`src/rtl/cu_seq.sv`:
```
// cu_seq: parametrised instruction-cycle sequencer.
// Steps each instruction through fetch, decode, execute and an optional memory
// phase using cs/ready handshakes. It routes execute to one of N_EU channels,
// supports free-run and single-step, halts on handshake timeout, illegal
// channel select or stray execute ready, and counts retired instructions.
module cu_seq #(
    parameter int N_EU    = 2,
    parameter int SEL_W   = 1,
    parameter int TO_W    = 8,
    parameter int TIMEOUT = 200,
    parameter int CNT_W   = 16
) (
    input  logic             clk,
    input  logic             reset,
    input  logic             run,
    input  logic             step,
    input  logic             go,
    output logic             cs_fcu,
    input  logic             ready_fcu,
    output logic             cs_dec,
    input  logic             ready_dec,
    input  logic [SEL_W-1:0] dec_eu_sel,
    input  logic             dec_mem,
    output logic [N_EU-1:0]  cs_eu,
    input  logic [N_EU-1:0]  ready_eu,
    output logic             cs_biu,
    input  logic             ready_biu,
    output logic             busy,
    output logic             err,
    output logic [1:0]       err_code,
    output logic [CNT_W-1:0] retired,
    output logic [2:0]       state_o
);

    typedef enum logic [2:0] {
        IDLE   = 3'd0,
        FETCH  = 3'd1,
        DECODE = 3'd2,
        EXEC   = 3'd3,
        MEM    = 3'd4,
        HALT   = 3'd5
    } state_t;

    localparam logic [1:0]      ERR_TIMEOUT = 2'b01;
    localparam logic [1:0]      ERR_SEL     = 2'b10;
    localparam logic [1:0]      ERR_STRAY   = 2'b11;
    localparam int unsigned     N_EU_U      = N_EU;
    localparam logic [TO_W-1:0] TO_LIM      = TO_W'(TIMEOUT - 1);

    state_t             state, nxt_state;
    logic [TO_W-1:0]    to_cnt;
    logic [SEL_W-1:0]   sel_q;
    logic               mem_q;
    logic               err_q;
    logic [1:0]         code_q;
    logic [CNT_W-1:0]   ret_q;

    logic [N_EU-1:0]    sel_oh;
    logic               to_hit;
    logic               waiting;
    logic               sel_illegal;
    logic               eu_hit;
    logic               eu_stray;
    logic               latch_dec;
    logic               do_retire;
    logic               set_err;
    logic [1:0]         nxt_code;

    // Decode latched channel select and handshake qualifiers.
    always_comb begin
        sel_oh = '0;
        for (int unsigned i = 0; i < N_EU_U; i++) begin
            sel_oh[i] = (32'(sel_q) == i);
        end
        sel_illegal = (32'(dec_eu_sel) >= N_EU_U);
        eu_hit      = |(ready_eu & sel_oh);
        eu_stray    = |(ready_eu & ~sel_oh);
        to_hit      = (to_cnt == TO_LIM);
        waiting     = (state == FETCH) || (state == DECODE) ||
                      (state == EXEC)  || (state == MEM);
    end

    // Next-state logic; a ready arriving on the limit cycle beats the timeout.
    always_comb begin
        nxt_state = state;
        latch_dec = 1'b0;
        do_retire = 1'b0;
        set_err   = 1'b0;
        nxt_code  = code_q;
        case (state)
            IDLE: begin
                if (run && (!step || go)) nxt_state = FETCH;
            end
            FETCH: begin
                if (ready_fcu) begin
                    nxt_state = DECODE;
                end else if (to_hit) begin
                    nxt_state = HALT;
                    set_err   = 1'b1;
                    nxt_code  = ERR_TIMEOUT;
                end
            end
            DECODE: begin
                if (ready_dec) begin
                    latch_dec = 1'b1;
                    if (sel_illegal) begin
                        nxt_state = HALT;
                        set_err   = 1'b1;
                        nxt_code  = ERR_SEL;
                    end else begin
                        nxt_state = EXEC;
                    end
                end else if (to_hit) begin
                    nxt_state = HALT;
                    set_err   = 1'b1;
                    nxt_code  = ERR_TIMEOUT;
                end
            end
            EXEC: begin
                if (eu_stray) begin
                    nxt_state = HALT;
                    set_err   = 1'b1;
                    nxt_code  = ERR_STRAY;
                end else if (eu_hit) begin
                    if (mem_q) nxt_state = MEM;
                    else       do_retire = 1'b1;
                end else if (to_hit) begin
                    nxt_state = HALT;
                    set_err   = 1'b1;
                    nxt_code  = ERR_TIMEOUT;
                end
            end
            MEM: begin
                if (ready_biu) begin
                    do_retire = 1'b1;
                end else if (to_hit) begin
                    nxt_state = HALT;
                    set_err   = 1'b1;
                    nxt_code  = ERR_TIMEOUT;
                end
            end
            HALT: begin
                nxt_state = HALT;
            end
            default: begin
                nxt_state = IDLE;
            end
        endcase
        if (do_retire) nxt_state = (run && !step) ? FETCH : IDLE;
    end

    // State register.
    always_ff @(posedge clk or negedge reset) begin
        if (!reset) state <= IDLE;
        else        state <= nxt_state;
    end

    // Phase timeout counter: restarts on every state change.
    always_ff @(posedge clk or negedge reset) begin
        if (!reset)                  to_cnt <= '0;
        else if (nxt_state != state) to_cnt <= '0;
        else if (waiting)            to_cnt <= to_cnt + 1'b1;
    end

    // Latch decoder results for the execute and memory phases.
    always_ff @(posedge clk or negedge reset) begin
        if (!reset) begin
            sel_q <= '0;
            mem_q <= 1'b0;
        end else if (latch_dec) begin
            sel_q <= dec_eu_sel;
            mem_q <= dec_mem;
        end
    end

    // Sticky error flag and code.
    always_ff @(posedge clk or negedge reset) begin
        if (!reset) begin
            err_q  <= 1'b0;
            code_q <= 2'b00;
        end else if (set_err) begin
            err_q  <= 1'b1;
            code_q <= nxt_code;
        end
    end

    // Retired-instruction counter, wraps naturally.
    always_ff @(posedge clk or negedge reset) begin
        if (!reset)         ret_q <= '0;
        else if (do_retire) ret_q <= ret_q + 1'b1;
    end

    // Outputs decoded from registered state only.
    always_comb begin
        cs_fcu   = (state == FETCH);
        cs_dec   = (state == DECODE);
        cs_eu    = (state == EXEC) ? sel_oh : '0;
        cs_biu   = (state == MEM);
        busy     = (state != IDLE) && (state != HALT);
        err      = err_q;
        err_code = code_q;
        retired  = ret_q;
        state_o  = state;
    end

endmodule
```
`config.mk`:
```
export PLATFORM = sky130hd
export DESIGN_NAME = cu_seq
export DESIGN_NICKNAME = d
export VERILOG_FILES = /design/src/rtl/cu_seq.sv
export SDC_FILE = /design/constraint.sdc
export NUM_CORES = 1
export LEC_CHECK = 0
export BUFFER_PORTS_ARGS = -buffer_cell sky130_fd_sc_hd__clkbuf_2
export CAP_MARGIN = 20
export CELL_PAD_IN_SITES_DETAIL_PLACEMENT = 1
export CELL_PAD_IN_SITES_GLOBAL_PLACEMENT = 1
export CORE_UTILIZATION = 43
export CTS_BUF_LIST = sky130_fd_sc_hd__clkbuf_4
export CTS_CLUSTER_SIZE = 30
export DETAILED_ROUTE_END_ITERATION = 10
export PLACE_DENSITY = 0.87
export SETUP_SLACK_MARGIN = 0.05
export SLEW_MARGIN = 20
export SYNTH_ARGS = -nofsm -noshare
export SYNTH_HDL_FRONTEND = slang
export SYNTH_SLANG_ARGS = --single-unit
```
`constraint.sdc`:
```
create_clock -name clk -period 2.9 [get_ports clk]
set_input_delay 0.435 -clock clk [delete_from_list [all_inputs] [get_ports clk]]
set_output_delay 0.435 -clock clk [all_outputs]
set_load 0.05 [all_outputs]
```
---- After elaboration in Yosys (flattened, before gate mapping) ----
Cells that the tools add are included.
storage, ports and cells
  bits in registers ....................... 32
  input bits .............................. 12
  word-level logic and storage cells ...... 75
cells by class
  add/sub/neg operators ................... 2
  equality and inequality tests ........... 12
  mux-type cells .......................... 35
  bitwise gates (word level) .............. 4
  reduce and logical (&&, ||, !) cells .... 15
operators with widths
  operator                                                               count
  3-bit two-way mux                                                      9
  3-bit case mux with 6 select lines                                     1
  16-bit by 1-bit adder with 16-bit output, second input constant        1
  8-bit two-way mux                                                      2
  2-bit two-way mux                                                      7
  1-bit two-way mux                                                      13
  8-bit by 1-bit adder with 8-bit output, second input constant          1
  8-bit equality test, second input constant                             1
  2-bit case mux with 4 select lines                                     1
  3-bit by 2-bit equality test with 1-bit output, second input constant  2
  3-bit equality test, second input constant                             2
  2-bit != test, second input constant                                   3
  3-bit != test, second input constant                                   2
  6-bit AND reduction                                                    1
  2-bit AND                                                              2
  1-bit logical OR                                                       4
  1-bit case mux with 4 select lines                                     1
  4-bit nonzero test                                                     1
  2-bit OR reduction                                                     2
  3-bit by 1-bit equality test with 1-bit output, second input constant  1
  1-bit logical AND                                                      3
  3-bit zero test                                                        1
  3-bit != test                                                          1
  3-bit nonzero test                                                     1
  other kinds (5)                                                        5

---- Depth between registers and ports, before layout ----
  word-level depth ........................ 9
  depth in mapped cells ................... 6
  depth with buffers taken out ............ 6

---- Least setup slack after synthesis ----
OpenSTA, ideal clock, no wires.
  path type ............................... register to output
  start point ............................. register state[0] (netlist: state_o[0])
  end point ............................... output port busy
  arrival ................................. 2.105 ns
  path slack .............................. 0.360 ns
  stages on the path, launching flop included .. 4
  path buffers ............................ 1
  cells stage by stage .................... dfrtp_1 -> buf_2 -> nor2_1 -> o21ai_0
between the ends
  word-level cells in the longest chain between the ends .. 2
  elaborated cells between the ends (all ways) .. 3
ends and longest elaborated chain
  element                                              line  RTL
  from (decl)                                          50    state_t state, nxt_state;
  from (signal assigned)                               155   else state <= nxt_state;
  3-bit != test or 3-bit nonzero test (tied branches)  199   busy = (state != IDLE) && (state != HALT);
  1-bit logical AND (*)                                199
  to (decl)                                            28    output logic busy,
Mark *: on every way between the ends. The rest lies on a longest branch, timed or not.

---- Worst setup path after layout ----
  start point ............................. register state[0] (netlist: state_o[0])
  end point ............................... register to_cnt[4]
between the ends
  word-level cells in the longest chain between the ends .. 7
  elaborated cells between the ends (all ways) .. 23
ends and longest elaborated chain
  element                                                  line  RTL
  3-bit two-way mux (on tied branches)                     --
  3-bit two-way mux                                        124   end else if (eu_hit) begin
  3-bit two-way mux                                        120   if (eu_stray) begin
  3-bit case mux with 6 select lines                       90    case (state)
  3-bit two-way mux                                        149   if (do_retire) nxt_state = (run && !step) ? FETCH : IDLE;
  3-bit != test                                            161   else if (nxt_state != state) to_cnt <= '0;
  8-bit two-way mux or 2-bit nonzero test (tied branches)  --
  to (signal assigned)                                     162   else if (waiting) to_cnt <= to_cnt + 1'b1;
  to (decl)                                                51    logic [TO_W-1:0] to_cnt;
Several ways; a longest one is shown, not always the timed one.
A chain may end at the register's enable or synchronous reset.

==> results_dict.tcl <==
set metrics [dict create \
    tightest_slew_ps 793 \
    postRouteAntennaNets 0 \
    synth_commonest_cells "dfrtp_1, nor2_1, xor2_1, nand2_1, nor4_1" \
    status "complete, no violations" \
    hp-class "primary input to async pin" \
    cts_tree "done" \
    timing.fmax_ghz 0.402 \
    overflow 0 \
    cts_buffer_depth 2 \
    irDropWorstVdd_mv 0.657 \
    placementRows 23 \
    maxCapViolations 0 \
    fin_crit_sh_pct 85.8 \
    maxSlewHeadroom_pct 47.1 \
    gr-usage-met3_pct 5.83 \
    placed_area_um2 2130 \
    cts.sinks 32 \
    setup.worst_path.class "register to register" \
    grt_pass1_vias 1582 \
    clk_pin_slew_ps 110 \
    clock_skew_ps 12.6 \
    nNetsFinal 252 \
    yosys_warnings 0 \
    wirelength_mm 4.80 \
    synth_area_um2 1880 \
    cts-htree-levels 2 \
    cellLeakagePower_nw 1.01 \
    drv_slew 0 \
    syn_to_final_growth_pct 16.3 \
    post_drt_wl_per_cell_um 16.6 \
    antenna_found_initial 0 \
    ctsRootBufferMaster "clkbuf_4" \
    core_um2 4090 \
    synth_area_per_cell_um2 9.67 \
    postCtsSetupRepairBufs 0 \
    portBuffers 39 \
    final.setup.tns_ps 0 \
    postCtsHoldBufs 0 \
    cp.required_ps 3120 \
    ys.flop_type "dfrtp_1" \
    cts_buffers 5 \
    yosys-top-cells-area "dfrtp_1, xor2_1, nor2_1" \
    cp-end-kind "register" \
    grt_pass1_wl_mm 7.80 \
    synth.most_common_cell "dfrtp_1" \
    syn_inst 194 \
    drive_gt1_share_pct 25.1 \
    antenna_cells 0 \
    synth_seq_cells 32 \
    die_area_um2 4630 \
    clkLatencyLatePin_ps 340 \
    synth_edf_count 0 \
    cp_max_fo 16 \
    hold_violations 0 \
    initial_core_util_pct 45.9 \
    grt_max_degree 33 \
    remaining_drc_errors 0 \
    drtPass1Iterations 4 \
    cts_resized 0 \
    die_w_um 68.1 \
    fin_area_um2 2180 \
    power.density_nw_per_um2 944 \
    stdcell_count 289 \
    place_inst 281 \
    vias 1629 \
    via_per_inst 5.64 \
    async_flop_share_pct 100 \
    hpwlAfterDp_mm 3.59 \
    met1_usage_pct 29.3 \
    setup_viol_count_final 0 \
    top_usage_layer "met2" \
    grtUsageMet2_pct 38.4 \
    drtIter0Drc 51 \
    synth_top_area_cell "dfrtp_1" \
    min_period_ps 2490 \
    total_power_mw 2.06 \
    cp_data_arrival_time_ps 2710 \
    start_kind "register" \
    die_y_um 68.1 \
    rsz0062_at_grt "no" \
    yosysSeqAreaShare_pct 42.7 \
    synth_cell_types 48 \
    grt_usage_pct 23.3 \
    synthDominantCellAreaShare_pct 42.7 \
    num_io_pins 40 \
    syn_nets 208 \
    place.gp.congestion 0.874 \
]
-- critical path, stage by stage, from the launching register on --
cell and delay [ps]:
dfrtp_1 650, nand3b_1 160, buf_4 200, a311oi_1 400
nor4bb_1 480, a211oi_2 180, nor4_1 300
-- power breakdown --
| group | switching, mW | leakage [nW] | internal [mW] |
|---|---|---|---|
| Combinational | 0.789 | 0.574 | 0.333 |
| Sequential | 0.146 | 0.411 | 0.540 |
| Clock | 0.163 | 0.0249 | 0.0912 |
| Total | 1.10 | 1.01 | 0.963 |
-- metal layers --
metal | share of wire [%] | up-vias | wire length (um)
li1 | - | 780 | -
met1 | 44 | 802 | 2120
met2 | 50 | 43 | 2420
met3 | 4.4 | 4 | 209
met4 | 1.1 | 0 | 53
met5 | 0 | - | 0
-- worst paths after layout --
| check | to | startpoint | slack, ps | cells after the start |
|---|---|---|---|---|
| worst max-delay path | to_cnt[4] | state_o[0] | 410 | 6 |
| worst min-delay path | state_o[0] | reset | 160 | 1 |
| min in group clk | sel_q | dec_eu_sel | 290 | 3 |
| worst min register to register | retired[15] | retired[15] | 470 | 1 |
| worst max register to register | to_cnt[4] | state_o[0] | 410 | 6 |
| max in group asynchronous | to_cnt[6] | reset | 2240 | 1 |
-- flip-flops by register name (all words and copies together) (netlist names) --
register	flops
err_code	2
state_o	3
mem_q	1
sel_q	1
to_cnt	8
err	1
retired	16
-- area by class of cell --
class | instances | area [um2]
clock buffers | 5 | 37.5
fillers | 502 | 1900
well taps | 50 | 62.6
inverters | 8 | 30.0
flip-flops and latches | 32 | 801
repair buffers | 42 | 218
multi-input cells | 149 | 1020
clock inverters | 3 | 18.8
-- stage by stage --
step	util, %	hold WS, ps	worst slack (ps)
6_report	53.4	157	411
5_1_grt	53.4	193	228
4_1_cts	53.4	176	396
3_5_place_dp	52.1	464	462
3_3_place_gp	52.1	455	658
2_1_floorplan	-	139	360
-- cells in the final DEF (no fill, tap or decap), types with 3 or more instances in the layout --
master / n
nor3_1: 5
o21ai_0: 6
buf_4: 3
and2_1: 3
clkbuf_4: 5
nand3b_1: 3
xnor2_1: 8
clkbuf_2: 39
a21o_1: 3
nand2_1: 13
dfrtp_1: 32
a21oi_1: 6
nor2_1: 20
inv_1: 8
and3_1: 5
mux2_2: 3
nand4_1: 4
nand2b_1: 9
nor4_1: 10
xor2_1: 15
nand3_1: 4
-- cell families after synthesis --
logic type               after synthesis  share of synthesized area [%]
AND/OR/NAND/NOR                       88                           26.3
adder cells (fa/ha/maj)                2                           1.33
AO/OA/AOI/OAI                         32                           13.4
flip-flops                            32                           42.7
buffers and inverters                 13                           3.20
XOR/XNOR                              23                           10.7
multiplexers                           4                           2.33
Note: power is estimated with default switching activity, not from simulation.
